**src/rtl/mem_port_arbiter.sv**
```systemverilog
// ============================================================================
// mem_port_arbiter - IF/DM arbiter for one variable-latency memory port
// Revision: 1.0
// ============================================================================
`default_nettype none

module mem_port_arbiter #(
  parameter int ADDR_W      = 32,
  parameter int DATA_W      = 32,
  parameter int TIMEOUT     = 16,
  parameter int IF_MAX_WAIT = 4
) (
  input  logic              clk,
  input  logic              reset,
  input  logic              i_if_req,
  input  logic [ADDR_W-1:0] i_if_addr,
  output logic [DATA_W-1:0] o_if_rdata,
  output logic              o_if_ready,
  output logic              o_if_stall,
  input  logic              i_dm_req,
  input  logic              i_dm_we,
  input  logic [ADDR_W-1:0] i_dm_addr,
  input  logic [DATA_W-1:0] i_dm_wdata,
  output logic [DATA_W-1:0] o_dm_rdata,
  output logic              o_dm_ready,
  output logic              o_dm_stall,
  output logic              o_mem_req,
  output logic              o_mem_we,
  output logic [ADDR_W-1:0] o_mem_addr,
  output logic [DATA_W-1:0] o_mem_wdata,
  input  logic              i_mem_ack,
  input  logic [DATA_W-1:0] i_mem_rdata,
  output logic              o_err
);

  localparam logic [1:0] c_ST_IDLE   = 2'd0;
  localparam logic [1:0] c_ST_IF_ACC = 2'd1;
  localparam logic [1:0] c_ST_DM_ACC = 2'd2;
  localparam logic [1:0] c_ST_RESP   = 2'd3;

  localparam int c_WAIT_W   = (TIMEOUT > 1) ? $clog2(TIMEOUT) : 1;
  localparam int c_STARVE_W = $clog2(IF_MAX_WAIT + 1);

  localparam logic [c_WAIT_W-1:0]   c_WAIT_LAST  = c_WAIT_W'(TIMEOUT - 1);
  localparam logic [c_STARVE_W-1:0] c_STARVE_MAX = c_STARVE_W'(IF_MAX_WAIT);
  localparam logic [DATA_W-1:0]     c_ABORT_DATA = DATA_W'(32'hDEADBEEF);

  logic [1:0]            r_state;
  logic [1:0]            w_next_state;
  logic                  r_win_dm;
  logic [c_WAIT_W-1:0]   r_wait_cnt;
  logic [c_STARVE_W-1:0] r_starve_cnt;
  logic                  r_mem_req;
  logic                  r_mem_we;
  logic [ADDR_W-1:0]     r_mem_addr;
  logic [DATA_W-1:0]     r_mem_wdata;
  logic [DATA_W-1:0]     r_if_rdata;
  logic [DATA_W-1:0]     r_dm_rdata;
  logic                  r_if_ready;
  logic                  r_dm_ready;
  logic                  r_err;

  logic w_grant_if;
  logic w_grant_dm;
  logic w_in_acc;
  logic w_expire;
  logic w_mem_req_nxt;
  logic w_if_ready_nxt;
  logic w_dm_ready_nxt;
  logic w_err_nxt;

  // DM has priority unless IF has already been passed over IF_MAX_WAIT times
  always_comb begin
    w_grant_if = 1'b0;
    w_grant_dm = 1'b0;
    if (r_state == c_ST_IDLE) begin
      if (i_if_req && (!i_dm_req || (r_starve_cnt == c_STARVE_MAX))) begin
        w_grant_if = 1'b1;
      end else if (i_dm_req) begin
        w_grant_dm = 1'b1;
      end
    end
  end

  assign w_in_acc = (r_state == c_ST_IF_ACC) || (r_state == c_ST_DM_ACC);
  assign w_expire = w_in_acc && !i_mem_ack && (r_wait_cnt == c_WAIT_LAST);

  always_ff @(posedge clk or posedge reset) begin
    if (reset) begin
      r_state <= c_ST_IDLE;
    end else begin
      r_state <= w_next_state;
    end
  end

  always_comb begin
    w_next_state = r_state;
    case (r_state)
      c_ST_IDLE: begin
        if (w_grant_if) begin
          w_next_state = c_ST_IF_ACC;
        end else if (w_grant_dm) begin
          w_next_state = c_ST_DM_ACC;
        end
      end
      c_ST_IF_ACC, c_ST_DM_ACC: begin
        if (i_mem_ack || w_expire) begin
          w_next_state = c_ST_RESP;
        end
      end
      c_ST_RESP: w_next_state = c_ST_IDLE;
      default:   w_next_state = c_ST_IDLE;
    endcase
  end

  // Handshake outputs are computed one cycle ahead and registered below
  always_comb begin
    w_mem_req_nxt  = (w_next_state == c_ST_IF_ACC) || (w_next_state == c_ST_DM_ACC);
    w_if_ready_nxt = w_in_acc && (w_next_state == c_ST_RESP) && !r_win_dm;
    w_dm_ready_nxt = w_in_acc && (w_next_state == c_ST_RESP) && r_win_dm;
    w_err_nxt      = w_expire;
  end

  always_ff @(posedge clk or posedge reset) begin
    if (reset) begin
      r_mem_req  <= 1'b0;
      r_if_ready <= 1'b0;
      r_dm_ready <= 1'b0;
      r_err      <= 1'b0;
    end else begin
      r_mem_req  <= w_mem_req_nxt;
      r_if_ready <= w_if_ready_nxt;
      r_dm_ready <= w_dm_ready_nxt;
      r_err      <= w_err_nxt;
    end
  end

  always_ff @(posedge clk or posedge reset) begin
    if (reset) begin
      r_win_dm     <= 1'b0;
      r_mem_we     <= 1'b0;
      r_mem_addr   <= '0;
      r_mem_wdata  <= '0;
      r_wait_cnt   <= '0;
      r_starve_cnt <= '0;
      r_if_rdata   <= '0;
      r_dm_rdata   <= '0;
    end else begin
      if (w_grant_if) begin
        r_win_dm    <= 1'b0;
        r_mem_we    <= 1'b0;
        r_mem_addr  <= i_if_addr;
        r_mem_wdata <= '0;
      end else if (w_grant_dm) begin
        r_win_dm    <= 1'b1;
        r_mem_we    <= i_dm_we;
        r_mem_addr  <= i_dm_addr;
        r_mem_wdata <= i_dm_wdata;
      end

      if (w_grant_if || w_grant_dm) begin
        r_wait_cnt <= '0;
      end else if (w_in_acc && !i_mem_ack) begin
        r_wait_cnt <= r_wait_cnt + 1'b1;
      end

      // A write completion leaves the load-data register untouched
      if (w_in_acc && i_mem_ack) begin
        if (!r_win_dm) begin
          r_if_rdata <= i_mem_rdata;
        end else if (!r_mem_we) begin
          r_dm_rdata <= i_mem_rdata;
        end
      end else if (w_expire) begin
        if (r_win_dm) begin
          r_dm_rdata <= c_ABORT_DATA;
        end else begin
          r_if_rdata <= c_ABORT_DATA;
        end
      end

      if (w_grant_if || ((r_state == c_ST_IDLE) && !i_if_req)) begin
        r_starve_cnt <= '0;
      end else if (w_grant_dm && (r_starve_cnt != c_STARVE_MAX)) begin
        r_starve_cnt <= r_starve_cnt + 1'b1;
      end
    end
  end

  assign o_mem_req   = r_mem_req;
  assign o_mem_we    = r_mem_we;
  assign o_mem_addr  = r_mem_addr;
  assign o_mem_wdata = r_mem_wdata;
  assign o_if_rdata  = r_if_rdata;
  assign o_dm_rdata  = r_dm_rdata;
  assign o_if_ready  = r_if_ready;
  assign o_dm_ready  = r_dm_ready;
  assign o_err       = r_err;
  assign o_if_stall  = i_if_req && !r_if_ready;
  assign o_dm_stall  = i_dm_req && !r_dm_ready;

endmodule

`default_nettype wire
```
**config.mk**
```make
export PLATFORM = sky130hd
export DESIGN_NAME = mem_port_arbiter
export DESIGN_NICKNAME = d
export VERILOG_FILES = /design/src/rtl/mem_port_arbiter.sv
export SDC_FILE = /design/constraint.sdc
export NUM_CORES = 1
export LEC_CHECK = 0
export ABC_AREA = 1
export ABC_CLOCK_PERIOD_IN_PS = 7400
export BUFFER_PORTS_ARGS = -buffer_cell sky130_fd_sc_hd__buf_2
export CORE_MARGIN = 2
export CORE_UTILIZATION = 52
export CTS_CLUSTER_SIZE = 20
export DETAILED_ROUTE_END_ITERATION = 8
export PLACE_DENSITY = 0.95
export SYNTH_ARGS = -nofsm -noshare
export SYNTH_HDL_FRONTEND = slang
export SYNTH_SLANG_ARGS = --single-unit
```
**constraint.sdc**
```tcl
create_clock -name clk -period 7.4 [get_ports clk]
set_clock_uncertainty 0.15 [all_clocks]
set_input_delay 1.11 -clock clk [delete_from_list [all_inputs] [get_ports clk]]
set_output_delay 1.11 -clock clk [all_outputs]
set_load 0.03 [all_outputs]
```
==> metrics, run 1 <==
post-CTS sizing 0; vias in the first global route roughly 5700; hold buffer count at CTS 0; final setup fails 0; worst slew pin tran approximately 1.2 ns; FP Rows 41; CP endpoint kind register; total of max-cap violations 0; Post-DRT Antenna Nets 0; Fill cells roughly 1000; critical path peak fanout 66; nets ~1200; Area growth, synth to finish 28.2%; Wirelength per Cell 15.3 um; layout cell share with drive strength beyond 1 between 30% and 40%; Num CTS Buffers 17; Ant. Diodes 0; drt pass-1 iters 5; Clk Latency, worst-skew pair between 0.4 and 0.5 ns; Power Total around 4200 uW; register area share after synthesis between 50% and 60%; Final Max Tran Viols 0; leakage 0.00499 uW; area of the mapped netlist approximately 0.0066 mm2; reg2reg setup slack 3.91 ns; number of synthesized flops with an enable pin 0; area of the multi-input gates approximately 0.0024 mm2; Unique masters post-synth 28; Int Power approximately 2200 uW; worst hold path class register to register; initial antenna violation count 0; PwrDens roughly 490 mW/mm2; Setup Crit Path Kind register to register; design area 0.00845 mm2; WP data required roughly 7.6 ns; Avg Vias per Cell 5.31; Synth top area share 54.3%; DRT iter0 DRCs 749; sw frac about half; power share of the sequential group roughly a third; largest cells by area after synthesis dfrtp_1, nand2_1, nand3_1, inv_1, or2_2; TritonCTS Sinks between 100 and 150; Root Driver clkbuf_16; Storage cell area between 0.003 and 0.004 mm2; IO Port Bufs about 270; crit share post-route between 40 and 50%; Initial Utilization 52.6%; synthesized flop and latch total 143; die area about 0.014 mm2; setup TNS 0 ns; clock network power share around a fifth; drt drc 0; CTS tree yes; most used cell along the critical path nand2_1; Yosys warnings 0; maximum VDD drop ~0.26 mV; first-pass GRT wire length about 28000 um; Syn Nets 940; max frequency 287 MHz; CP startpoint kind register; via count 6499; wirelength, routed about 19000 um; GRT Total Usage a little over a quarter; Crit path arrival time about 3.6 ns; CP max stage cell ha_1; top_reg_cell synth dfrtp_1; crit path time final between 3 and 4 ns; syn avg cell area about 8.2 um2; post-synth top area cell dfrtp_1; Slowest Stage Delay on Critical Path approximately 0.91 ns; GPL Wtd Cong between 0.8 and 0.9; synthesized instance count between 800 and 900; Critical Path, Cell by Cell inv_1, ha_1, nand3_4, nand2_4, inv_2, nand2_1, nand2_1; DP HPWL 12800 um; pin count of the biggest net entering global routing 96; Gate power share approximately 50%; Async S/R FF share, synth between 90% and 100%; grt ovf 0; Psw roughly 2000 uW; Clock Path Buffers 2; Core ar. 0.0125 mm2; Worst slew margin a little over a fifth; synth cell count leaders nand2_1, nand3_1, dfrtp_1, inv_1, or2_2; most common cell in the netlist nand2_1; clock slew at reported path FFs 0.06 ns; unrepaired setup endpoints after global routing no; Die X-Extent 117 um; Hold Fails Final Rpt 0; Die Ht 117 um; post-CTS setup buffer count 0; status complete, no violations; I/O Pins ~270; Post-DP Area between 0.007 and 0.008 mm2; H-tree levels 4
-- layout make-up --
class | instances | area share [%]
clock buffers | 19 | 5.24
flip-flops and latches | 143 | 42.4
inverters | 79 | 3.57
well taps | 172 | 2.55
clock inverters | 12 | 1.14
repair buffers | 273 | 16.3
multi-input cells | 527 | 28.8
-- power by group through the flow --
stage	Sequential, uW	Clock, uW	Combinational, uW
after floorplan	1960	0	841
after global placement	1320	0	1990
after detailed placement	1330	0	2050
after global routing	1370	827	2240
after CTS	1330	791	2060
final	1330	783	2060
-- metal layers --
layer  part of all wire, %  routed length [um]  vias up  GRT usage, %
li1                      -                   -     3025             -
met5                     0                   0        -             0
met4                   3.3                 622        0          13.6
met2                    48                8960      414          44.3
met1                    39                7210     3000          32.9
met3                    10                1920       60          8.56
-- final timing paths --
kind | from | to | cells after the start
max in group asynchronous | reset | o_if_rdata[23] | 3
worst max register to register | r_state[0] | o_mem_wdata[12] | 7
worst max-delay path | r_state[0] | o_mem_wdata[12] | 7
worst min-delay path | o_mem_wdata[21] | o_mem_wdata[21] | 2
worst min register to register | o_mem_wdata[21] | o_mem_wdata[21] | 2
min in group asynchronous | reset | o_dm_rdata[2] | 2
-- cell usage in the layout (no fill, tap or decap), types with 2 or more instances in the layout --
cell type / count
nand4_1: 22
a31oi_1: 2
buf_2: 268
clkbuf_16: 17
a21oi_1: 2
o21ai_0: 23
buf_4: 5
nor3_1: 2
nand2_2: 4
nand3_1: 146
nand2_1: 269
or2_2: 24
o22ai_1: 2
xor2_1: 3
clkinv_2: 7
clkinvlp_4: 3
ha_1: 5
dfrtp_1: 143
inv_1: 76
inv_2: 2
nor2_1: 16
-- cells by family (layout without fill, tap and decap cells) --
group / after synthesis / count (layout) / share of synthesized area, %
xor+xnor: 4 / 4 / 0.532
buf+inv: 131 / 383 / 8.72
simple gates: 487 / 487 / 32.9
fa+ha+maj: 5 / 5 / 0.950
compound gates: 31 / 31 / 2.58
flops: 143 / 143 / 54.3
-- state kept, by name (all words and copies together) (netlist names) --
register      count
r_wait_cnt        4
o_if_ready        1
o_mem_req         1
o_if_rdata       32
o_mem_wdata      32
o_err             1
r_starve_cnt      3
o_dm_ready        1
o_mem_addr       32
r_state           2
o_mem_we          1
o_dm_rdata       32
r_win_dm          1
-- critical path, delay by kind of cell (launching register included) --
| family | cells | cell delay, ns |
|---|---|---|
| buffers and inverters | 2 | 0.56 |
| adder cells (fa/ha/maj) | 1 | 0.91 |
| AND/OR/NAND/NOR | 4 | 1.32 |
| flip-flops | 1 | 0.38 |
-- metrics by stage --
| stage | hold slack [ns] | setup WS (ns) | utilization [%] | cells |
|---|---|---|---|---|
| CTS | 0.318 | 3.94 | 67.5 | 1225 |
| global placement | 0.299 | 3.89 | 63.2 | 1194 |
| detailed placement | 0.303 | 3.79 | 63.2 | 1194 |
| global route | 0.332 | 3.62 | 67.5 | 1225 |
| floorplan | 0.336 | 2.30 | - | 801 |
| finish | 0.314 | 3.91 | 67.5 | 1225 |
No activity file was read; power rests on OpenSTA's default activity.
==> run 2, diff against run 1 <==
Settings changed: ABC_AREA 1 to 0, ABC_CLOCK_PERIOD_IN_PS 7400 to 2950, CORE_UTILIZATION 52 to 43, PLACE_DENSITY 0.95 to 0.88.
Clock period 7.4 ns to 2.95 ns, I/O delays scaled along.
==> metrics, run 2 <==
status complete, no violations; Compound-Gate Fraction of Synth Area 24.6% (+22 points); FP Rows 42 (+2.4%); register area share after synthesis 60.1% (+5.8 points); WP buf/inv 1 (-1); largest cells by area after synthesis dfrtp_1, a22o_1, nor2_1, a41oi_1, a21oi_1; drt drc 0 (unchanged); largest family of logic cells by synthesized area compound AO/OA/AOI/OAI gates; Setup Crit Path Kind register to register; worst slew pin tran 0.892 ns (-0.280 ns); simple-gate share of the synthesized area 8.96% (-24 points); initial antenna violation count 0 (unchanged); Worst path top cell family by delay simple AND/OR/NAND/NOR gates; number of synthesized flops with an enable pin 0 (unchanged); area of the multi-input gates 0.00213 mm2 (-13%); critical path depth 5 (-2); syn avg cell area 10.9 um2 (+33%); pin count of the biggest net entering global routing 59 (-39%); Area growth, synth to finish 35.7%; Synth top area share 60.1% (+5.8 points); max frequency 436 MHz (+52%); Clk Latency, worst-skew pair 0.41 ns (about the same); clock slew at reported path FFs 0.06 ns (about the same); Post-DRT Antenna Nets 0 (unchanged); Ant. Diodes 0 (unchanged); mux share of post-synthesis cell area 0.505% (+0.50 points); CP startpoint kind register; I/O Pins 269 (unchanged); synthesized flop and latch total 143 (unchanged); CP max stage cell or3_1; most frequent cells in the layout buf_2, dfrtp_1, nor2_1; Async S/R FF share, synth 100% (unchanged); WP data required 3.13 ns (-4.43 ns); Worst slew margin 40.5% (+19 points); Hold Crit Depth 2 (unchanged); met2 Track Usage GR 39.6% (-4.7 points); Core ar. 0.0134 mm2 (+7.1%); Synth Area in Adders 1.05% (+0.10 points); nets 941 (-20%); crit share post-route 77.8% (+31 points); layout cell share with drive strength beyond 1 40.4% (+8.4 points); Reg2Reg Depth 5 (-2); Die Ht 122 um (+4.4%); Slowest Stage Delay on Critical Path 0.74 ns (-0.17 ns); Initial Utilization 44.4% (-8.2 points); worst hold path class input pin to register; TritonCTS Sinks 143 (unchanged); Num CTS Buffers 17 (unchanged); synth cell count leaders dfrtp_1, nor2_1, a21oi_1, o21ai_0, a22o_1; critical path peak fanout 24 (-64%); Avg Vias per Cell 5.54 (+4.5%); Critical Path, Cell by Cell inv_1, ha_1, nand3b_4, or3_1, a21oi_1; Fill cells 1107 (+11%); Storage cell area 0.00358 mm2 (unchanged); post-synth top area cell dfrtp_1; unrepaired setup endpoints after global routing no; grt ovf 0 (unchanged); leakage 0.00392 uW (-21%); post-synthesis xor/xnor area fraction 0.294% (-0.24 points); vias in the first global route 5330 (-6.8%); Final Max Tran Viols 0 (unchanged); Clock Path Buffers 2 (unchanged); PwrDens 1310 mW/mm2 (+170%); Root Driver clkbuf_16; wirelength, routed 17500 um (-6.3%); first-pass GRT wire length 27500 um (-3.2%); DP HPWL 12400 um (-3.0%); CTS tree yes; Yosys warnings 0 (unchanged); maximum VDD drop 0.510 mV (+95%); drt pass-1 iters 5 (unchanged); synthesized instance count 545 (-32%); grt met3 use 6.41% (-2.1 points); GRT Total Usage 24.0% (-3.2 points); area of the mapped netlist 0.00595 mm2 (-9.6%); crit path time final 2.30 ns (-1.19 ns); GRT Max-Usage Layer met2; IO Port Bufs 268 (unchanged); Die X-Extent 122 um (+4.4%); CP endpoint kind register; GPL Wtd Cong 0.797 (-7.6%); Unique masters post-synth 43 (+54%); Syn Nets 684 (-27%); Hold Fails Final Rpt 0 (unchanged); final setup fails 0 (unchanged); H-tree levels 4 (unchanged); commonest non-fill, non-tap cell in the layout buf_2; DRT iter0 DRCs 377 (-50%); final core occ 60.3% (-7.2 points); die area 0.0148 mm2 (+9.0%); Wirelength per Cell 17.7 um (+16%); Crit path arrival time 2.47 ns (-1.17 ns); met1 Usage GRT 30.6% (-2.3 points); total of max-cap violations 0 (unchanged); most common cell in the netlist dfrtp_1; via count 5495 (-15%); setup TNS 0 ns (unchanged); top_reg_cell synth dfrtp_1
[run 2: final cells by class]
type | count | area share [%]
inverter | 7 | 0.372
tap | 176 | 2.73
timing repair buffer | 287 | 18.7
multi-input combinational | 346 | 26.3
sequential | 143 | 44.3
clock inverter | 14 | 2.09
clock buffer | 18 | 5.44
[run 2: worst register-to-register path: stages, from the launching register on]
cell	delay [ns]
dfrtp_1	0.35
inv_1	0.05
ha_1	0.50
nand3b_4	0.14
or3_1	0.74
a21oi_1	0.29
[run 2: layer usage]
metal	share of wire, %	up-vias
met5	0	-
met1	41	2656
met3	8.5	30
li1	-	2501
met4	2.5	0
met2	48	308
[run 2: worst paths after layout]
kind	from	to	slack, ns
min reg2reg	o_if_rdata[3]	o_if_rdata[3]	0.33
min in group asynchronous	reset	o_if_rdata[15]	0.45
min	i_dm_wdata[6]	o_mem_wdata[6]	0.09
max in group asynchronous	reset	r_starve_cnt[1]	1.56
max reg2reg	r_state[1]	o_dm_rdata[11]	0.65
max	r_state[1]	o_dm_rdata[11]	0.65
[run 2: per-stage QoR]
stage	instances	area, um2	hold slack, ns	worst slack (ns)	power, uW
after floorplan	545	5960	0.324	0.566	6860
after global placement	958	7460	0.314	0.755	8290
after detailed placement	958	7460	0.323	0.667	8420
after CTS	991	8080	0.0694	0.642	10700
after global routing	991	8080	0.0747	0.462	11200
final	991	8080	0.0911	0.654	10600
[run 2: repair_timing]
action,in CTS,in global routing
buffers inserted,0,0
gates resized for setup,0,0
endpoints found under the setup margin,0,0
endpoints found under the hold margin,15,0
hold buffers,1,0
[run 2: report_power, final]
group / internal [uW] / switching (uW) / total (uW)
clock network: 1300 / 887 / 2180
registers: 2870 / 522 / 3390
logic: 1590 / 3420 / 5020
[run 2: cell families (layout without fill, tap and decap cells)]
family,after synthesis,count (layout)
simple gates,126,126
buf+inv,56,326
mux,3,3
fa+ha+maj,5,5
compound gates,210,210
flops,143,143
xor+xnor,2,2
